$ cat src/rtl/vectorgen_ctrl_rx.sv
// Vector-generator side of the PU_controller control link: decodes 9-bit ctrl words,
// pulls activations from the input FIFO into a NUM_PE-wide window and emits vectors.
module vectorgen_ctrl_rx #(
    parameter int NUM_PE        = 4,
    parameter int DATA_WIDTH    = 16,
    parameter int VECGEN_CTRL_W = 9,
    parameter int ROW_CNT_W     = 10
) (
    input  logic                           clk,
    input  logic                           reset_n,
    input  logic [VECGEN_CTRL_W-1:0]       ctrl,
    output logic                           vectorgen_ready,
    input  logic                           fifo_empty,
    input  logic [DATA_WIDTH-1:0]          fifo_data,
    output logic                           fifo_pop,
    output logic                           rd_req,
    output logic [NUM_PE*DATA_WIDTH-1:0]   vector_out,
    output logic                           vector_valid,
    output logic                           vector_endrow,
    output logic                           fm_done,
    output logic [ROW_CNT_W-1:0]           row_count,
    output logic                           protocol_err
);

    localparam int F_NEXTFM   = 0;
    localparam int F_START    = 1;
    localparam int F_ENDROW   = 2;
    localparam int F_SKIP     = 3;
    localparam int F_NEXTROW  = 4;
    localparam int F_SHIFT    = 5;
    localparam int F_POP      = 6;
    localparam int F_NEXTREAD = 7;
    localparam int F_NEXTDATA = 8;

    localparam logic [1:0] ST_IDLE   = 2'd0;
    localparam logic [1:0] ST_ACTIVE = 2'd1;
    localparam logic [1:0] ST_STALL  = 2'd2;

    logic [1:0]                            state;
    logic [1:0]                            state_next;
    logic [VECGEN_CTRL_W-1:0]              ctrl_q;
    logic [NUM_PE-1:0][DATA_WIDTH-1:0]     win;
    logic [NUM_PE-1:0][DATA_WIDTH-1:0]     win_base;
    logic [NUM_PE-1:0][DATA_WIDTH-1:0]     win_next;
    logic [ROW_CNT_W-1:0]                  row_cnt;
    logic [ROW_CNT_W-1:0]                  row_next;
    logic [ROW_CNT_W-1:0]                  col_cnt;
    logic [ROW_CNT_W-1:0]                  col_next;

    logic                                  ctrl_active;
    logic                                  needs_fifo;
    logic                                  exec_en;
    logic [VECGEN_CTRL_W-1:0]              exec_word;
    logic                                  hold_word;
    logic                                  drop_err;
    logic                                  start_idle;

    logic do_start, do_skip, do_data, do_shift, do_pop;
    logic do_endrow, do_nextrow, do_nextfm, do_read, both_err, clear;

    assign ctrl_active = |ctrl;
    assign needs_fifo  = ctrl[F_SKIP] | ctrl[F_NEXTDATA];

    // Decide whether this cycle executes a word, parks it in ctrl_q, or rejects it.
    always_comb begin
        state_next = state;
        exec_en    = 1'b0;
        exec_word  = '0;
        hold_word  = 1'b0;
        drop_err   = 1'b0;
        start_idle = 1'b0;
        case (state)
            ST_IDLE: begin
                if (ctrl[F_START]) begin
                    start_idle = 1'b1;
                    state_next = ST_ACTIVE;
                end else if (ctrl_active) begin
                    drop_err = 1'b1;
                end
            end
            ST_ACTIVE: begin
                if (ctrl_active) begin
                    if (needs_fifo && fifo_empty) begin
                        hold_word  = 1'b1;
                        state_next = ST_STALL;
                    end else begin
                        exec_en   = 1'b1;
                        exec_word = ctrl;
                    end
                end
            end
            ST_STALL: begin
                if (ctrl_active) begin
                    drop_err = 1'b1;
                end
                if (!fifo_empty) begin
                    exec_en    = 1'b1;
                    exec_word  = ctrl_q;
                    state_next = ST_ACTIVE;
                end
            end
            default: state_next = ST_IDLE;
        endcase
    end

    assign do_start   = exec_en & exec_word[F_START];
    assign do_skip    = exec_en & exec_word[F_SKIP];
    assign do_data    = exec_en & exec_word[F_NEXTDATA] & ~exec_word[F_SKIP];
    assign do_shift   = exec_en & exec_word[F_SHIFT];
    assign do_pop     = exec_en & exec_word[F_POP];
    assign do_endrow  = exec_en & exec_word[F_ENDROW];
    assign do_nextrow = exec_en & exec_word[F_NEXTROW];
    assign do_nextfm  = exec_en & exec_word[F_NEXTFM];
    assign do_read    = exec_en & exec_word[F_NEXTREAD];
    assign both_err   = exec_en & exec_word[F_SKIP] & exec_word[F_NEXTDATA];
    assign clear      = start_idle | do_start;

    assign fifo_pop        = do_skip | do_data;
    assign vectorgen_ready = (state != ST_STALL);
    assign row_count       = row_cnt;

    // A nextData that rides along with shift is one shift-in, not two shifts.
    always_comb begin
        win_base = clear ? '0 : win;
        win_next = win_base;
        if (do_data || do_shift) begin
            for (int i = 0; i < NUM_PE - 1; i++) begin
                win_next[i] = win_base[i+1];
            end
            win_next[NUM_PE-1] = do_data ? fifo_data : '0;
        end
    end

    always_comb begin
        row_next = clear ? '0 : row_cnt;
        if (do_nextrow && (row_next != '1)) begin
            row_next = row_next + 1'b1;
        end
        if (do_nextfm) begin
            row_next = '0;
        end
        col_next = clear ? '0 : col_cnt;
        if (do_pop) begin
            col_next = col_next + 1'b1;
        end
        if (do_endrow || do_nextrow) begin
            col_next = '0;
        end
    end

    always_ff @(posedge clk or negedge reset_n) begin
        if (!reset_n) begin
            state         <= ST_IDLE;
            ctrl_q        <= '0;
            win           <= '0;
            row_cnt       <= '0;
            col_cnt       <= '0;
            vector_out    <= '0;
            vector_valid  <= 1'b0;
            vector_endrow <= 1'b0;
            fm_done       <= 1'b0;
            rd_req        <= 1'b0;
            protocol_err  <= 1'b0;
        end else begin
            state         <= state_next;
            win           <= win_next;
            row_cnt       <= row_next;
            col_cnt       <= col_next;
            vector_valid  <= do_pop;
            vector_endrow <= do_pop & do_endrow;
            fm_done       <= do_nextfm;
            rd_req        <= do_read;
            if (hold_word) begin
                ctrl_q <= ctrl;
            end
            if (do_pop) begin
                vector_out <= win_next;
            end
            if (drop_err || both_err) begin
                protocol_err <= 1'b1;
            end
        end
    end

endmodule

$ cat config.mk
export PLATFORM = sky130hd
export DESIGN_NAME = vectorgen_ctrl_rx
export DESIGN_NICKNAME = d
export VERILOG_FILES = /design/src/rtl/vectorgen_ctrl_rx.sv
export SDC_FILE = /design/constraint.sdc
export NUM_CORES = 1
export LEC_CHECK = 0
export ABC_AREA = 0
export BUFFER_PORTS_ARGS = -buffer_cell sky130_fd_sc_hd__buf_2
export CORE_ASPECT_RATIO = 0.9
export CORE_MARGIN = 2
export CORE_UTILIZATION = 45
export DETAILED_ROUTE_END_ITERATION = 8
export PLACE_DENSITY_LB_ADDON = 0.25
export RECOVER_POWER = 25
export REMOVE_ABC_BUFFERS = 1
export SLEW_MARGIN = 10
export SYNTH_ARGS = -nofsm -noshare
export SYNTH_HDL_FRONTEND = slang
export SYNTH_SLANG_ARGS = --single-unit
$ cat constraint.sdc
create_clock -name clk -period 9 [get_ports clk]
set_input_delay 1.8 -clock clk [delete_from_list [all_inputs] [get_ports clk]]
set_output_delay 1.8 -clock clk [all_outputs]
set_load 0.01 [all_outputs]
==> results of run 1 <==
## path summary, 6_finish.rpt
check | startpoint | to | slack, ps
worst max-delay path | reset_n | vector_out[26]$_DFFE_PN0P_ | 3730
worst max register to register | state[0]$_DFFE_PN0P_ | row_count[5]$_DFF_PN0_ | 5370
worst min-delay path | vector_out[7]$_DFFE_PN0P_ | vector_out[7]$_DFFE_PN0P_ | 480
max in group clk | ctrl[8] | fifo_pop | 3900
min in group asynchronous | reset_n | vector_out[41]$_DFFE_PN0P_ | 2700
worst min register to register | vector_out[7]$_DFFE_PN0P_ | vector_out[7]$_DFFE_PN0P_ | 480
## flip-flops by register name (all words and copies together), names as in the netlist, 2 cells and up
register    count
vector_out     64
ctrl_q          9
win            64
state           2
row_count      10
## cell families after synthesis
kind of cell / synth area share, %
xor gates and xnor gates: 0.389
AOI/OAI and AO/OA: 17.3
and+or+nand+nor: 12.3
buffers and inverters: 3.63
adders and majority gates: 0.741
muxes: 8.61
DFF: 57.0
## power breakdown
group	internal, mW	leakage [nW]	total [mW]	switching [mW]
combinational	0.279	1.61	0.781	0.502
sequential	0.835	2.11	0.947	0.111
clock	0.459	0.302	0.726	0.267
## cell type report
cell class / count / area [um2]
Fill cell: 1315 / 6730
Multi-Input combinational cell: 445 / 2690
Clock inverter: 6 / 82.6
Clock buffer: 26 / 529
Sequential cell: 154 / 3850
Inverter: 10 / 37.5
Tap cell: 198 / 248
Timing Repair Buffer: 113 / 551
## layout by cell type (no fill, tap or decap), types with 5 or more instances in the layout
cell       instances
a21oi_1           54
a21o_1            17
clkbuf_16         17
nand2_1          149
clkbuf_8           7
o21ai_0           58
a22o_1            35
nor2_1            12
buf_2             86
buf_4              5
dfrtp_1          154
mux2i_1           48
mux2_2             9
inv_1             10
clkbuf_1          24
## routing by layer
| layer | vias up | part of all wire (%) | wire length (um) | GRT usage, % |
|---|---|---|---|---|
| met3 | 23 | 6.2 | 985 | 5.87 |
| met2 | 150 | 47 | 7460 | 31.8 |
| li1 | 2465 | - | - | - |
| met4 | 0 | 1.7 | 269 | 7.91 |
| met1 | 2558 | 46 | 7280 | 29.2 |
| met5 | - | 0 | 0 | 0 |
## stage by stage
step | power (mW) | setup slack, ps | area [um2]
CTS | 2.47 | 4190 | 8020
global placement | 1.71 | 4200 | 7410
detailed placement | 1.74 | 4190 | 7410
global route | 2.59 | 2870 | 7990
finish | 2.45 | 3730 | 7990
floorplan | 1.45 | 3290 | 6550
## worst reg2reg max path: cells and delay by family, from the launching register on
| family | cells | cell delay, ps |
|---|---|---|
| adders and majority gates | 2 | 610 |
| and+or+nand+nor | 5 | 1180 |
| DFF | 1 | 350 |
| AOI/OAI and AO/OA | 4 | 1340 |
| buffers and inverters | 1 | 70 |
==> impl_metrics.env, run 1 <==
export IMPL_synth_top_area_share_pct=57.0
export IMPL_synth_edf_count=0
export IMPL_synth_common_cells="154 x dfrtp_1, 149 x nand2_1, 57 x o21ai_0"
export IMPL_core_area_um2=14700
export IMPL_worstHoldPathCells=2
export IMPL_async_flop_share_pct=100
export IMPL_drive_gt1_share_pct=18.6
export IMPL_grt_max_degree=82
export IMPL_powerDensity_nw_per_um2=307
export IMPL_fp_dieArea_um2=16000
export IMPL_numCtsBuffers=17
export IMPL_grt_pass1_vias=5133
export IMPL_yosysSeqAreaShare_pct=57.0
export IMPL_cap_violations=1
export IMPL_antenna_left=0
export IMPL_diodes=0
export IMPL_grt_pass1_wl_mm=26.4
export IMPL_dpl_cell_count=920
export IMPL_path_max_fanout=81
export IMPL_holdWs_ps=475
export IMPL_path_class="input pin to async pin"
export IMPL_hold_viol=0
export IMPL_synth_ff_type="dfrtp_1"
export IMPL_grt_ovfl_total=0
export IMPL_start_util_pct=45.9
export IMPL_min_period_ps=5270
export IMPL_cp_start_kind="input pin"
export IMPL_cp_num_cells=2
export IMPL_remaining_drc_errors=0
export IMPL_tns_ps=0
export IMPL_die_w_um=133
export IMPL_synth_top_cells_by_area="dfrtp_1 57%, nand2_1 8.3%, mux2i_1 7.1%, a22o_1 4.5%, o21ai_0 4.2%"
export IMPL_crit_buf_inv=2
export IMPL_fin_cells=952
export IMPL_hold_path_class="flop to flop"
export IMPL_root_buffer="clkbuf_16"
export IMPL_post_route_period_util_pct=58.5
export IMPL_setup_violations=0
export IMPL_cts_hold_repair_buffers=0
export IMPL_clock_sinks=154
export IMPL_r2r_cells=12
export IMPL_synth_most_common_cell="dfrtp_1"
export IMPL_wl_per_cell_um=16.8
export IMPL_slew_viol_final=75
export IMPL_clk_pin_slew_ps=60
export IMPL_post_cts_setup_buffer_count=0
export IMPL_syn_to_final_growth_pct=18.2
export IMPL_nets=773
export IMPL_final_util_pct=54.3
export IMPL_worstMarginPinSlew_ps=3820
export IMPL_arrival_ps=5670
export IMPL_required_ps=9400
export IMPL_clockBufferDepth=2
export IMPL_synth_cells=648
export IMPL_postCtsResizedCells=0
export IMPL_synth_seq_cells=154
export IMPL_viasPerCell=5.46
export IMPL_drt_iter0_drc=339
export IMPL_cts_tree="yes"
export IMPL_drt_first_pass_iters=5
export IMPL_io_pins=109
export IMPL_grt_usage_pct=21.1
export IMPL_rsz0062_at_grt="no"
export IMPL_path_delay_family="buffers and inverters"
export IMPL_routed_wl_mm=16.0
export IMPL_p_leak_nw=4.03
export IMPL_peakVddDrop_uv=269
export IMPL_synth_top_cell_by_area="dfrtp_1"
export IMPL_worstPathCellList="clkbuf_1 -> buf_4"
export IMPL_yosysUniqueCellTypes=45
export IMPL_antenna_found_initial=0
export IMPL_insertion_delay_ps=420
export IMPL_violations="capacitance limit, slew limit"
export IMPL_end_kind="async pin"
export IMPL_relSlewSlack_pct=-155
export IMPL_dp_hpwl_mm=9.94
export IMPL_place_gp_congestion=0.849
export IMPL_htreeDepth=4
export IMPL_cpPeakStageDelay_ps=2640
export IMPL_cpMaxStageDelayCell="clkbuf_1"
export IMPL_outcome="finished, violations left"
export IMPL_fmax_mhz=190
export IMPL_fp_row_count=42
export IMPL_syn_area_um2=6760
export IMPL_synth_avg_cell_area_um2=10.4
export IMPL_vias=5196
export IMPL_numPortBuffers=108
export IMPL_ys_warn_count=0
export IMPL_dieHeight_um=120
export IMPL_final_setup_skew_ps=6.77
Power figures use the tool's default switching activity.
==> run 2, diff against run 1 <==
==> constraint.sdc (replaced) <==
create_clock -name clk -period 4.8 [get_ports clk]
set_input_delay 0.96 -clock clk [delete_from_list [all_inputs] [get_ports clk]]
set_output_delay 0.96 -clock clk [all_outputs]
set_load 0.01 [all_outputs]
==> run 2 against run 1 <==
  * Clock skew rose by 4.9 ps
  * Clock-buffer cell count fell by 4
  * Sequential power rose by 87%
  * Setup slack got worse by 2600 ps
  * The flow still finishes with violations (capacitance limit, slew limit)
  * Critical endpoint is now win[29]$_DFF_PN0_
  * Non-clock buffer count rose by 4
  * Die area did not move
==> impl_metrics.env, run 2 (synthesis results as in run 1) <==
export IMPL_viasPerCell=5.48
export IMPL_antenna_found_initial=2
export IMPL_remaining_drc_errors=0
export IMPL_worstPathCellList="clkbuf_2 -> clkbuf_1"
export IMPL_mostFrequentLayoutCells="154 x dfrtp_1, 149 x nand2_1, 107 x buf_2"
export IMPL_dieHeight_um=120
export IMPL_violations="capacitance limit, slew limit"
export IMPL_cpMaxStageDelayCell="clkbuf_2"
export IMPL_hold_path_class="flop to flop"
export IMPL_drive_gt1_share_pct=21.8
export IMPL_drt_iter0_drc=393
export IMPL_post_route_period_util_pct=75.9
export IMPL_root_buffer="clkbuf_16"
export IMPL_wl_per_cell_um=17.1
export IMPL_syn_to_final_growth_pct=19.7
export IMPL_io_pins=109
export IMPL_grt_usage_pct=21.2
export IMPL_cts_tree="yes"
export IMPL_arrival_ps=3860
export IMPL_final_setup_skew_ps=11.7
export IMPL_p_leak_nw=4.16
export IMPL_n_fill_cell=1314
export IMPL_path_delay_family="buffers and inverters"
export IMPL_dp_hpwl_mm=10.3
export IMPL_min_from="vector_out[44]$_DFFE_PN0P_"
export IMPL_grt_max_degree=87
export IMPL_cp_start_kind="input pin"
export IMPL_fp_row_count=42
export IMPL_clockBufferDepth=2
export IMPL_cts_hold_repair_buffers=0
export IMPL_nets=777
export IMPL_required_ps=5020
export IMPL_die_w_um=133
export IMPL_hold_viol=0
export IMPL_grt_pass1_vias=5139
export IMPL_htreeDepth=4
export IMPL_fp_dieArea_um2=16000
export IMPL_min_period_ps=3640
export IMPL_insertion_delay_ps=430
export IMPL_relSlewSlack_pct=-42.6
export IMPL_r2r_start="state[1]$_DFFE_PN0P_"
export IMPL_r2r_slack_ps=1170
export IMPL_grt_ovfl_total=0
export IMPL_routed_wl_mm=16.3
export IMPL_final_common_cell="dfrtp_1"
export IMPL_numCtsBuffers=17
export IMPL_path_max_fanout=86
export IMPL_path_class="input pin to async pin"
export IMPL_start_util_pct=45.9
export IMPL_dp_slack_ps=1030
export IMPL_slew_viol_final=121
export IMPL_antenna_left=0
export IMPL_clock_sinks=154
export IMPL_crit_buf_inv=2
export IMPL_place_gp_congestion=0.886
export IMPL_end_kind="async pin"
export IMPL_rsz0062_at_grt="no"
export IMPL_worstHoldPathCells=2
export IMPL_clk_pin_slew_ps=60
export IMPL_timing_final_ws_setup_ps=1160
export IMPL_r2r_cells=12
export IMPL_fmax_mhz=274
export IMPL_r2r_end="row_count[7]$_DFF_PN0_"
export IMPL_powerDensity_nw_per_um2=583
export IMPL_core_area_um2=14700
export IMPL_drt_first_pass_iters=4
export IMPL_postCtsResizedCells=0
export IMPL_vias=5234
export IMPL_peakVddDrop_uv=333
export IMPL_worstMarginPinSlew_ps=2140
export IMPL_post_cts_setup_buffer_count=0
export IMPL_grt_pass1_wl_mm=26.4
export IMPL_setup_violations=0
export IMPL_hold_path_end="vector_out[44]$_DFFE_PN0P_"
export IMPL_cap_violations=2
export IMPL_power_total_mw=4.71
export IMPL_outcome="finished, violations left"
export IMPL_numPortBuffers=108
export IMPL_cpPeakStageDelay_ps=1450
==> run 2: cell types whose count changed in the layout (fill, tap and decap cells not counted), moves of 2 or more <==
cell	change
clkbuf_1	-23
buf_2	+21
buf_4	+2
bufinv_16	+2
clkbuf_8	-2
==> run 2: where the power goes <==
part | internal, mW | switching [mW]
Combinational | 0.562 | 0.945
Sequential | 1.57 | 0.205
Clock | 0.929 | 0.505
Total | 3.06 | 1.66
==> run 2: cell type report <==
class / count / area (um2) / share of cell area (%)
timing repair buffer: 117 / 624 / 7.72
inverter: 10 / 37.5 / 0.464
antenna: 1 / 2.50 / 0.0309
sequential: 154 / 3850 / 47.7
multi-input combinational: 445 / 2690 / 33.2
clock buffer: 22 / 494 / 6.11
clock inverter: 8 / 140 / 1.73
tap: 198 / 248 / 3.06
==> run 2: routing by layer <==
metal | part of all wire [%] | wire length, um | vias to the layer above | global-route usage [%]
met5 | 0.098 | 16 | - | 0
met4 | 1.3 | 209 | 2 | 6.98
met3 | 4.3 | 703 | 17 | 5.28
met2 | 48 | 7820 | 134 | 34.1
met1 | 46 | 7570 | 2619 | 28.4
li1 | - | - | 2462 | -
==> run 2: how the worst max path moves through the flow <==
| stage | start | to | slack (ps) | depth (start not counted) |
|---|---|---|---|---|
| after floorplan | ctrl[8] | vector_out[47]$_DFFE_PN0P_ | -70 | 5 |
| after global routing | reset_n | win[10]$_DFF_PN0_ | 480 | 2 |
| final | reset_n | win[29]$_DFF_PN0_ | 1160 | 2 |
| after detailed placement | fifo_empty | row_count[7]$_DFF_PN0_ | 1030 | 11 |
| after global placement | fifo_empty | row_count[7]$_DFF_PN0_ | 1250 | 11 |
| after CTS | state[1]$_DFFE_PN0P_ | row_count[7]$_DFF_PN0_ | 1220 | 12 |
==> run 2: per-stage QoR <==
step / setup TNS (ps) / utilization (%) / std cells / hold WS [ps] / area (um2)
global placement: 0 / 50.5 / 923 / 459 / 7430
global route: 0 / 55.0 / 955 / 508 / 8090
finish: 0 / 55.0 / 955 / 478 / 8090
detailed placement: 0 / 50.5 / 923 / 465 / 7430
CTS: 0 / 54.8 / 953 / 478 / 8070
floorplan: -2920 / - / 609 / 480 / 6550
==> run 2: worst register-to-register path, delay by kind of cell (launching register included) <==
| family | cells | cell delay, ps |
|---|---|---|
| simple gates | 5 | 1140 |
| flops | 1 | 370 |
| compound gates | 4 | 1370 |
| buf+inv | 1 | 80 |
| fa+ha+maj | 2 | 590 |
